**config.mk**
```make
export PLATFORM = sky130hd
export DESIGN_NAME = cordic_req_sequencer
export DESIGN_NICKNAME = d
export VERILOG_FILES = /design/src/rtl/cordic_seq_pkg.sv /design/src/rtl/cordic_wait_watchdog.sv /design/src/rtl/cordic_req_sequencer.sv
export SDC_FILE = /design/constraint.sdc
export NUM_CORES = 1
export LEC_CHECK = 0
export CAP_MARGIN = 10
export CORE_MARGIN = 4
export CORE_UTILIZATION = 25
export CTS_CLUSTER_DIAMETER = 60
export CTS_CLUSTER_SIZE = 24
export DETAILED_ROUTE_END_ITERATION = 12
export GPL_ROUTABILITY_DRIVEN = 0
export SYNTH_ARGS = -nofsm -noshare
export SYNTH_HDL_FRONTEND = slang
export SYNTH_SLANG_ARGS = --single-unit
```
**constraint.sdc**
```tcl
create_clock -name clk -period 4.4 [get_ports clk]
set_input_delay 1.1 -clock clk [delete_from_list [all_inputs] [get_ports clk]]
set_output_delay 1.1 -clock clk [all_outputs]
set_load 0.05 [all_outputs]
```
**src/rtl/cordic_seq_pkg.sv**
```systemverilog
// Shared constants for the CORDIC request sequencer: state encoding,
// default watchdog limit and operation codes.
package cordic_seq_pkg;

  localparam logic [2:0] ST_IDLE   = 3'd0;
  localparam logic [2:0] ST_LAUNCH = 3'd1;
  localparam logic [2:0] ST_WAIT   = 3'd2;
  localparam logic [2:0] ST_ACK    = 3'd3;
  localparam logic [2:0] ST_ABORT  = 3'd4;
  localparam logic [2:0] ST_HOLD   = 3'd5;

  typedef enum logic [2:0] {
    IDLE   = ST_IDLE,
    LAUNCH = ST_LAUNCH,
    WAIT   = ST_WAIT,
    ACK    = ST_ACK,
    ABORT  = ST_ABORT,
    HOLD   = ST_HOLD
  } state_e;

  localparam int MAX_WAIT_DEFAULT = 1024;

  localparam logic OP_COS = 1'b0;
  localparam logic OP_SIN = 1'b1;

endpackage

```
**src/rtl/cordic_wait_watchdog.sv**
```systemverilog
// Cycle counter for the WAIT state; flags the last permitted cycle.
module cordic_wait_watchdog #(
  parameter int MAX_WAIT = 1024
) (
  input  logic clk,
  input  logic reset,
  input  logic clear,
  input  logic enable,
  output logic expired
);

  localparam int CW = (MAX_WAIT > 2) ? $clog2(MAX_WAIT) : 1;
  localparam logic [CW-1:0] LIMIT = CW'(MAX_WAIT - 1);

  logic [CW-1:0] count_q, count_d;

  assign expired = (count_q == LIMIT);

  // Holding at the limit keeps the counter from wrapping once it expires.
  always_comb begin
    count_d = count_q;
    if (clear)                   count_d = '0;
    else if (enable && !expired) count_d = count_q + 1'b1;
  end

  always_ff @(posedge clk) begin
    if (!reset) count_q <= '0;
    else        count_q <= count_d;
  end

endmodule

```
**src/rtl/cordic_req_sequencer.sv**
```systemverilog
// Host-facing front end of the CORDIC core: latches one request, launches
// the core, collects its result (or aborts on watchdog) and hands it back.
module cordic_req_sequencer
  import cordic_seq_pkg::*;
#(
  parameter int W        = 32,
  parameter int MAX_WAIT = MAX_WAIT_DEFAULT
) (
  input  logic         clk,
  input  logic         reset,
  input  logic         req_valid,
  output logic         req_ready,
  input  logic [W-1:0] req_data,
  input  logic         req_operation,
  input  logic [1:0]   req_region,
  output logic [W-1:0] cordic_data_in,
  output logic         operation,
  output logic [1:0]   shift_region_flag,
  output logic         beg_FSM_CORDIC,
  input  logic         ready_CORDIC,
  input  logic [W-1:0] cordic_data_out,
  output logic         ACK_FSM_CORDIC,
  output logic         cordic_reset,
  output logic         res_valid,
  input  logic         res_ready,
  output logic [W-1:0] res_data,
  output logic         res_timeout
);

  state_e       state_q, state_d;
  logic [W-1:0] opnd_q, opnd_d;
  logic         op_q, op_d;
  logic [1:0]   region_q, region_d;
  logic         beg_q, beg_d;
  logic         ack_q, ack_d;
  logic         crst_q, crst_d;
  logic         rvalid_q, rvalid_d;
  logic [W-1:0] rdata_q, rdata_d;
  logic         rto_q, rto_d;
  logic         wd_expired;

  cordic_wait_watchdog #(.MAX_WAIT(MAX_WAIT)) u_wd (
    .clk     (clk),
    .reset   (reset),
    .clear   (state_q == LAUNCH),
    .enable  (state_q == WAIT),
    .expired (wd_expired)
  );

  always_comb begin
    state_d  = state_q;
    opnd_d   = opnd_q;
    op_d     = op_q;
    region_d = region_q;
    beg_d    = 1'b0;
    ack_d    = 1'b0;
    crst_d   = 1'b0;
    rvalid_d = rvalid_q;
    rdata_d  = rdata_q;
    rto_d    = rto_q;
    case (state_q)
      IDLE: if (req_valid) begin
        opnd_d   = req_data;
        op_d     = req_operation;
        region_d = req_region;
        beg_d    = 1'b1;
        state_d  = LAUNCH;
      end
      LAUNCH: state_d = WAIT;
      // Completion is checked first so a result on the limit cycle is kept.
      WAIT: begin
        if (ready_CORDIC) begin
          rdata_d  = cordic_data_out;
          rto_d    = 1'b0;
          rvalid_d = 1'b1;
          ack_d    = 1'b1;
          state_d  = ACK;
        end else if (wd_expired) begin
          rdata_d  = '0;
          rto_d    = 1'b1;
          rvalid_d = 1'b1;
          crst_d   = 1'b1;
          state_d  = ABORT;
        end
      end
      ACK, ABORT, HOLD: begin
        if (res_ready) begin
          rvalid_d = 1'b0;
          state_d  = IDLE;
        end else begin
          state_d  = HOLD;
        end
      end
      default: state_d = IDLE;
    endcase
  end

  always_ff @(posedge clk) begin
    if (!reset) begin
      state_q  <= IDLE;
      opnd_q   <= '0;
      op_q     <= 1'b0;
      region_q <= '0;
      beg_q    <= 1'b0;
      ack_q    <= 1'b0;
      crst_q   <= 1'b0;
      rvalid_q <= 1'b0;
      rdata_q  <= '0;
      rto_q    <= 1'b0;
    end else begin
      state_q  <= state_d;
      opnd_q   <= opnd_d;
      op_q     <= op_d;
      region_q <= region_d;
      beg_q    <= beg_d;
      ack_q    <= ack_d;
      crst_q   <= crst_d;
      rvalid_q <= rvalid_d;
      rdata_q  <= rdata_d;
      rto_q    <= rto_d;
    end
  end

  assign req_ready         = (state_q == IDLE);
  assign cordic_data_in    = opnd_q;
  assign operation         = op_q;
  assign shift_region_flag = region_q;
  assign beg_FSM_CORDIC    = beg_q;
  assign ACK_FSM_CORDIC    = ack_q;
  assign cordic_reset      = crst_q;
  assign res_valid         = rvalid_q;
  assign res_data          = rdata_q;
  assign res_timeout       = rto_q;

endmodule

```
Word-level counts from Yosys, hierarchy flattened
Cells that the tools add are included.
W data, S select, Z words.
{"block": "classes", "reduce_logical": 14, "n_eq_ne": 9, "bitwise": 2, "mux": 15, "n_addsub": 1}
{"op": "$mux W32", "count": 2}
{"op": "$mux W3", "count": 4}
{"op": "$pmux W3 S4", "count": 1}
{"op": "$add A10 B1 Y10 const B", "count": 1}
{"op": "$eq A10 B10 Y1 const B", "count": 1}
{"op": "$reduce_and A2 Y1", "count": 5}
{"op": "$mux W1", "count": 7}
{"op": "$eq A3 B2 Y1 const B", "count": 2}
{"op": "$eq A3 B3 Y1 const B", "count": 2}
{"op": "$reduce_or A3 Y1", "count": 2}
{"op": "$ne A2 B2 Y1 const B", "count": 2}
{"op": "$reduce_bool A2 Y1", "count": 2}
{"op": "$eq A3 B1 Y1 const B", "count": 1}
{"op": "$logic_not A3 Y1", "count": 1}
{"op": "$ne A3 B3 Y1 const B", "count": 1}
{"op": "$reduce_and A3 Y1", "count": 1}
{"op": "$not A1 Y1", "count": 2}
{"op": "$pmux W1 S2", "count": 1}
{"op": "$reduce_or A2 Y1", "count": 1}
{"op": "$logic_and A1 B1 Y1", "count": 1}
{"op": "$logic_not A1 Y1", "count": 1}
{"block": "word_totals", "output_inout_bits": 73, "word_cells": 52, "reg_bits": 85}

Logic depth before layout (Yosys ltp)
Gate-level depths: netlist of the first run.
{"block": "depth", "depth_word": 4, "mapped_depth": 8}

Modules after synthesis
A second synthesis of the first run with hierarchy kept.
{"block": "hier_totals", "cells_unflattened": 333, "hier_area_um2": 3210.6}
{"mod": "cordic_req_sequencer", "seq_area_each_um2": 1501.4, "cells_per_inst": 273, "area_per_inst_um2": 2667.6, "n_inst": 1}
{"mod": "cordic_wait_watchdog", "seq_area_each_um2": 200.2, "cells_per_inst": 60, "area_per_inst_um2": 543.0, "n_inst": 1}

Worst setup path after synthesis of the first run
Ideal clock, no wire load.
{"block": "synth_path", "path_kind": "register -> output", "start": "register state_q[2]", "end": "output port req_ready", "path_stages_with_launch": 4, "setup_slack_ps": 2152, "path_buffers": 1, "arrival_ps": 1148, "path_cell_list": "dfxtp_1 > clkbuf_1 > or3_1 > inv_1"}
{"block": "synth_between", "elab_chain_cells": 1}
{"element": "from (decl)", "line": "cordic_req_sequencer.sv:30", "rtl": "state_e state_q, state_d;"}
{"element": "from (signal assigned)", "line": "cordic_req_sequencer.sv:111", "rtl": "state_q <= state_d;"}
{"element": "$logic_not A3 Y1", "line": "cordic_req_sequencer.sv:124", "rtl": "assign req_ready = (state_q == IDLE);"}
{"element": "to (decl)", "line": "cordic_req_sequencer.sv:12", "rtl": "output logic req_ready,"}
Every way passes these cells.

Worst setup path after layout of the first run
{"block": "layout_path", "start": "register state_q[0]", "end": "output port req_ready"}
The elaborated chain is that of the path after synthesis.

==> results of run 1 <==
## registers in the layout, summed over array words and instances, names as in the netlist
| signal | count |
|---|---|
| res_data | 32 |
| beg_FSM_CORDIC | 1 |
| u_wd.count_q | 10 |
| operation | 1 |
| res_valid | 1 |
| state_q | 3 |
| cordic_reset | 1 |
| shift_region_flag | 2 |
| cordic_data_in | 32 |
| res_timeout | 1 |
| ACK_FSM_CORDIC | 1 |
## power breakdown
group | switching, mW | internal, mW | total (mW)
combinational | 0.340 | 0.213 | 0.553
sequential | 0.0360 | 0.830 | 0.866
clock | 0.292 | 0.483 | 0.775
## stage by stage
step                      power [mW]  util [%]  worst slack [ns]  instance area (um^2)  cells
final                           2.19      42.4              1.23                  4910    610
after global routing            2.30      42.4              1.12                  4910    610
after CTS                       2.22      42.2              1.20                  4880    609
after detailed placement        1.43      39.5              1.57                  4570    593
after global placement          1.43      39.5              1.57                  4570    593
after floorplan                 1.21         -              2.15                  2990    321
## synth_stat cells, types with 2 or more instances
cell type | n | area, um^2
sky130_fd_sc_hd__clkbuf_1 | 13 | 48.8
sky130_fd_sc_hd__or3_1 | 5 | 31.3
sky130_fd_sc_hd__nand2_1 | 78 | 293
sky130_fd_sc_hd__a21oi_1 | 41 | 205
sky130_fd_sc_hd__and2_1 | 2 | 12.5
sky130_fd_sc_hd__and3_1 | 2 | 12.5
sky130_fd_sc_hd__dfxtp_1 | 85 | 1700
sky130_fd_sc_hd__nand2b_1 | 4 | 25.0
sky130_fd_sc_hd__nand4_1 | 3 | 18.8
sky130_fd_sc_hd__o31ai_1 | 2 | 15.0
sky130_fd_sc_hd__nor2_1 | 7 | 26.3
sky130_fd_sc_hd__o21ai_0 | 7 | 35.0
sky130_fd_sc_hd__buf_2 | 6 | 30.0
sky130_fd_sc_hd__inv_1 | 4 | 15.0
sky130_fd_sc_hd__nand3_1 | 3 | 15.0
sky130_fd_sc_hd__nor3_1 | 5 | 25.0
sky130_fd_sc_hd__a22o_1 | 32 | 280
## final timing paths
kind / to / cells after the start
max reg2reg: res_data[26]$_SDFFE_PN0P_ / 5
min: cordic_data_in[1]$_SDFFE_PN0P_ / 2
max: req_ready / 3
min reg2reg: cordic_data_in[1]$_SDFFE_PN0P_ / 2
## area by class of cell
type / instances / area [um^2] / share of cell area [%]
Sequential cell: 85 / 1700 / 34.7
Timing Repair Buffer: 149 / 1500 / 30.6
Multi-Input combinational cell: 213 / 1200 / 24.5
Clock buffer: 12 / 267 / 5.43
Tap cell: 143 / 179 / 3.65
Clock inverter: 4 / 45.0 / 0.918
Inverter: 4 / 15.0 / 0.306
## metal layers
metal / up-vias / GRT usage [%] / share of wire [%]
met5: - / 0 / 0
met1: 1277 / 16.1 / 46
met3: 9 / 6.64 / 11
met4: 0 / 3.74 / 1.2
met2: 139 / 18.4 / 42
li1: 1406 / - / -
## worst max-delay path, cell delays in order (launching register included)
cell	delay, ns
sky130_fd_sc_hd__dfxtp_1	0.38
sky130_fd_sc_hd__or3_1	0.43
sky130_fd_sc_hd__inv_1	0.10
sky130_fd_sc_hd__clkdlybuf4s50_1	0.83
## logic make-up after synthesis
group	count (synthesis)
adder cells (fa/ha/maj)	1
XOR/XNOR	2
flip-flops	85
buffers and inverters	23
AND/OR/NAND/NOR	116
AO/OA/AOI/OAI	94
==> impl_metrics.env, run 1 <==
export IMPL_crit_type="reg -> out"
export IMPL_p_leak_nw=1.78
export IMPL_floorplan_io_pins=145
export IMPL_cts_tree="done"
export IMPL_layout_worst_path_cycle_share_pct=72.1
export IMPL_synth_distinct_cells=39
export IMPL_core_region_area_um2=11600
export IMPL_post_cts_buffers=0
export IMPL_most_common_layout_cells="sky130_fd_sc_hd__clkdlybuf4s50_1 (144), sky130_fd_sc_hd__dfxtp_1 (85), sky130_fd_sc_hd__nand2_1 (78)"
export IMPL_drt_pass1_iterations=4
export IMPL_hold_ws_ns=0.453
export IMPL_tritoncts_num_buffers=9
export IMPL_grt_antenna_before_repair=0
export IMPL_post_route_min_period_ns=3.17
export IMPL_synth_xor_xnor_area_share_pct=0.587
export IMPL_cts_root_buffer="sky130_fd_sc_hd__clkbuf_16"
export IMPL_drt_first_iter_violations=224
export IMPL_crit_fanout=7
export IMPL_grt_first_pass_wirelength_um=14400
export IMPL_post_synth_cell_area_avg_um2=9.30
export IMPL_postSynth_asyncResetShare_pct=0
export IMPL_grt_total_usage_pct=12.6
export IMPL_cts_resized=0
export IMPL_cts_num_sinks=85
export IMPL_final_max_slew_viol_count=0
export IMPL_critPathLaunch="state_q[0]$_SDFFE_PN0P_"
export IMPL_clkTransAtPathRegs_ns=0.06
export IMPL_syn_inst=321
export IMPL_cts_hold_fix_buffers=0
export IMPL_synthSimpleGateAreaFrac_pct=17.5
export IMPL_cts_root_to_sink_buffers=2
export IMPL_max_vdd_drop_uv=210
export IMPL_tightestPinTransition_ns=0.553
export IMPL_timing_final_setup_violations=0
export IMPL_avgViaCountPerCell=4.64
export IMPL_die_area_um2=13800
export IMPL_drive_gt1_share_pct=5.57
export IMPL_synthMuxAreaShare_pct=0
export IMPL_post_synthesis_share_of_cell_area_spent_on_full_adders_half_adders_and_majority_gates_pct=0.419
export IMPL_clock_tree_htree_level_count=3
export IMPL_synth_nets=394
export IMPL_final_hold_viol_count=0
export IMPL_fill_cells=1138
export IMPL_wl_per_cell_um=14.0
export IMPL_die_h_um=117
export IMPL_fin_worst_skew_ns=0.00603
export IMPL_globalRoute_totalOverflow=0
export IMPL_type_of_element_capturing_the_critical_path="output port"
export IMPL_postSynth_topFlopCell="sky130_fd_sc_hd__dfxtp_1"
export IMPL_totalWireLength_um=8520
export IMPL_port_buffers=144
export IMPL_detailroute_via_count=2831
export IMPL_ys_seq_area_share_pct=57.0
export IMPL_vias_in_the_first_global_route=2810
export IMPL_timing_hold_worst_class="reg -> reg"
export IMPL_hold_path_startpoint="cordic_data_in[1]$_SDFFE_PN0P_"
export IMPL_synth_compound_gate_area_share_pct=21.4
export IMPL_worst_setup_path_start_kind="flop"
export IMPL_timing_max_cap_violations=0
export IMPL_synth_edff_count=0
export IMPL_route_detailed_drc=0
export IMPL_syn_cell_area_um2=2990
export IMPL_ys_seq_elements=85
export IMPL_yosys_warnings=0
export IMPL_timing_critical_path_arrival_ns=2.07
export IMPL_antenna_cells=0
export IMPL_rows=39
export IMPL_clock_latency_ns=0.33
export IMPL_area_growth_synth_to_final_pct=64.3
export IMPL_f_max_mhz=315
export IMPL_reg2reg_setup_slack_ns=2.41
export IMPL_relSlewSlack_pct=63.1
export IMPL_final_antenna_net_count=0
export IMPL_finalNetCount=535
export IMPL_die_width_um=117
export IMPL_layout_cells_most_common="sky130_fd_sc_hd__clkdlybuf4s50_1"
export IMPL_power_density_nw_per_um2=447
export IMPL_place_hpwl_um=5940
export IMPL_run_status="completed"
export IMPL_rsz0062_at_grt="false"
export IMPL_maximum_number_of_pins_on_one_net_before_global_route_repair=38
export IMPL_r2r_start="u_wd.count_q[6]$_SDFFE_PP0P_"
export IMPL_synth_top_family_by_area="compound AO/OA/AOI/OAI gates"
export IMPL_worst_endpoint_required_ns=3.30
export IMPL_sum_of_negative_setup_slack_ns=0
export IMPL_initial_utilization_pct=25.8
(Power assumes the default switching activity.)
==> run 2: changes to the inputs <==
==> constraint.sdc (replaced) <==
create_clock -name clk -period 2.8 [get_ports clk]
set_input_delay 0.7 -clock clk [delete_from_list [all_inputs] [get_ports clk]]
set_output_delay 0.7 -clock clk [all_outputs]
set_load 0.05 [all_outputs]
==> run 2 against run 1 <==
  * Clock-buffer cell count fell by 1
  * Cell area fell by 0.38%
  * Global-route usage fell by 0.13 points
  * Die area did not move
  * Via count fell by 0.46%
  * Final cell count fell by 0.16%
  * Highest routed layer unchanged
  * Largest cell class unchanged
==> impl_metrics.env, run 2 (synthesis gave the netlist of run 1 again) <==
export IMPL_post_cts_buffers=0
export IMPL_timing_critical_path_cells="clkdlybuf4s50_1"
export IMPL_drt_first_iter_violations=214
export IMPL_grt_total_usage_pct=12.4
export IMPL_wl_per_cell_um=13.9
export IMPL_cp_num_buf_inv=1
export IMPL_p_leak_nw=1.77
export IMPL_worst_setup_path_start_kind="flop"
export IMPL_clock_tree_htree_level_count=3
export IMPL_most_common_layout_cells="sky130_fd_sc_hd__clkdlybuf4s50_1 (143), sky130_fd_sc_hd__dfxtp_1 (85), sky130_fd_sc_hd__nand2_1 (78)"
export IMPL_tritoncts_num_buffers=9
export IMPL_die_h_um=117
export IMPL_fin_worst_skew_ns=0.00450
export IMPL_timing_max_cap_violations=0
export IMPL_final_max_slew_viol_count=0
export IMPL_kind_of_cell_adding_the_most_delay_to_the_critical_path="buffers and inverters"
export IMPL_final_hold_viol_count=0
export IMPL_core_region_area_um2=11600
export IMPL_crit_type="reg -> out"
export IMPL_drt_pass1_iterations=4
export IMPL_timing_critical_path_slowest_cell_delay_ns=0.86
export IMPL_timing_final_setup_violations=0
export IMPL_rows=39
export IMPL_finalNetCount=535
export IMPL_crit_path_top_delay_cell="sky130_fd_sc_hd__clkdlybuf4s50_1"
export IMPL_maximum_number_of_pins_on_one_net_before_global_route_repair=39
export IMPL_crit_fanout=4
export IMPL_cts_tree="done"
export IMPL_grt_antenna_before_repair=0
export IMPL_clock_latency_ns=0.33
export IMPL_cts_root_to_sink_buffers=2
export IMPL_timing_hold_worst_class="reg -> reg"
export IMPL_clkTransAtPathRegs_ns=0.06
export IMPL_type_of_element_capturing_the_critical_path="output port"
export IMPL_vias_in_the_first_global_route=2775
export IMPL_tightestPinTransition_ns=0.541
export IMPL_relSlewSlack_pct=63.8
export IMPL_postLayoutCoreUtil_pct=42.3
export IMPL_initial_utilization_pct=25.8
export IMPL_antenna_cells=0
export IMPL_globalRoute_totalOverflow=0
export IMPL_port_buffers=144
export IMPL_area_growth_synth_to_final_pct=63.6
export IMPL_final_antenna_net_count=0
export IMPL_worst_endpoint_required_ns=2.10
export IMPL_route_detailed_drc=0
export IMPL_drive_gt1_share_pct=5.36
export IMPL_place_hpwl_um=6060
export IMPL_hold_path_startpoint="operation$_SDFFE_PN0P_"
export IMPL_layout_worst_path_cycle_share_pct=81.3
export IMPL_cts_num_sinks=85
export IMPL_sum_of_negative_setup_slack_ns=0
export IMPL_cts_root_buffer="sky130_fd_sc_hd__clkbuf_16"
export IMPL_rsz0062_at_grt="false"
export IMPL_cts_hold_fix_buffers=0
export IMPL_grt_first_pass_wirelength_um=14200
export IMPL_timing_critical_path_arrival_ns=1.58
export IMPL_fill_cells=1127
export IMPL_run_status="completed"
export IMPL_avgViaCountPerCell=4.63
export IMPL_cts_resized=0
export IMPL_detailroute_via_count=2818
export IMPL_post_route_min_period_ns=2.28
export IMPL_critPathLaunch="res_valid$_SDFFE_PN0P_"
export IMPL_power_density_nw_per_um2=710
export IMPL_totalWireLength_um=8460
export IMPL_die_area_um2=13800
export IMPL_max_vdd_drop_uv=427
export IMPL_f_max_mhz=439
export IMPL_r2r_start="u_wd.count_q[6]$_SDFFE_PP0P_"
export IMPL_die_width_um=117
export IMPL_layout_cells_most_common="sky130_fd_sc_hd__clkdlybuf4s50_1"
export IMPL_floorplan_io_pins=145
-- run 2: worst register-to-register path, stage by stage, from the launching register on --
cell and delay (ns):
sky130_fd_sc_hd__dfxtp_1 0.41, sky130_fd_sc_hd__nand4_1 0.33, sky130_fd_sc_hd__nor3_1 0.46, sky130_fd_sc_hd__o22ai_2 0.14, sky130_fd_sc_hd__buf_4 0.25, sky130_fd_sc_hd__a22o_1 0.23
-- run 2: per-layer routing --
layer  global-route usage, %  share of wire (%)
met1                    16.3                 47
met2                    17.7                 41
met3                    6.54                 11
met4                    3.74                1.1
met5                       0                  0
-- run 2: path summary, 6_finish.rpt --
kind,endpoint,slack [ns],cells past startpoint
worst max-delay path,res_valid,0.52,1
worst min-delay path,operation$_SDFFE_PN0P_,0.45,2
worst max register to register,res_data[19]$_SDFFE_PN0P_,0.87,5
worst min register to register,operation$_SDFFE_PN0P_,0.45,2
-- run 2: metrics by stage --
stage | instance area (um^2) | setup slack (ns) | std cells | power (mW) | hold slack, ns
2_1_floorplan | 2990 | 0.897 | 321 | 1.91 | 0.462
3_3_place_gp | 4570 | 0.723 | 594 | 2.24 | 0.440
3_5_place_dp | 4570 | 0.682 | 594 | 2.25 | 0.448
4_1_cts | 4890 | 0.485 | 609 | 3.52 | 0.456
5_1_grt | 4890 | 0.465 | 609 | 3.64 | 0.474
6_report | 4890 | 0.524 | 609 | 3.47 | 0.451
-- run 2: power breakdown --
group	internal [mW]	switching [mW]	total [mW]
Combinational	0.323	0.534	0.857
Sequential	1.30	0.0559	1.36
Clock	0.799	0.451	1.25
Total	2.43	1.04	3.47
-- run 2: layout make-up --
cell class	count	area, um^2	share of cell area [%]
flip-flops and latches	85	1700	34.8
clock buffers	11	243	4.97
repair buffers	149	1480	30.2
inverters	4	15.0	0.307
clock inverters	4	72.6	1.48
well taps	143	179	3.66
multi-input cells	213	1200	24.6
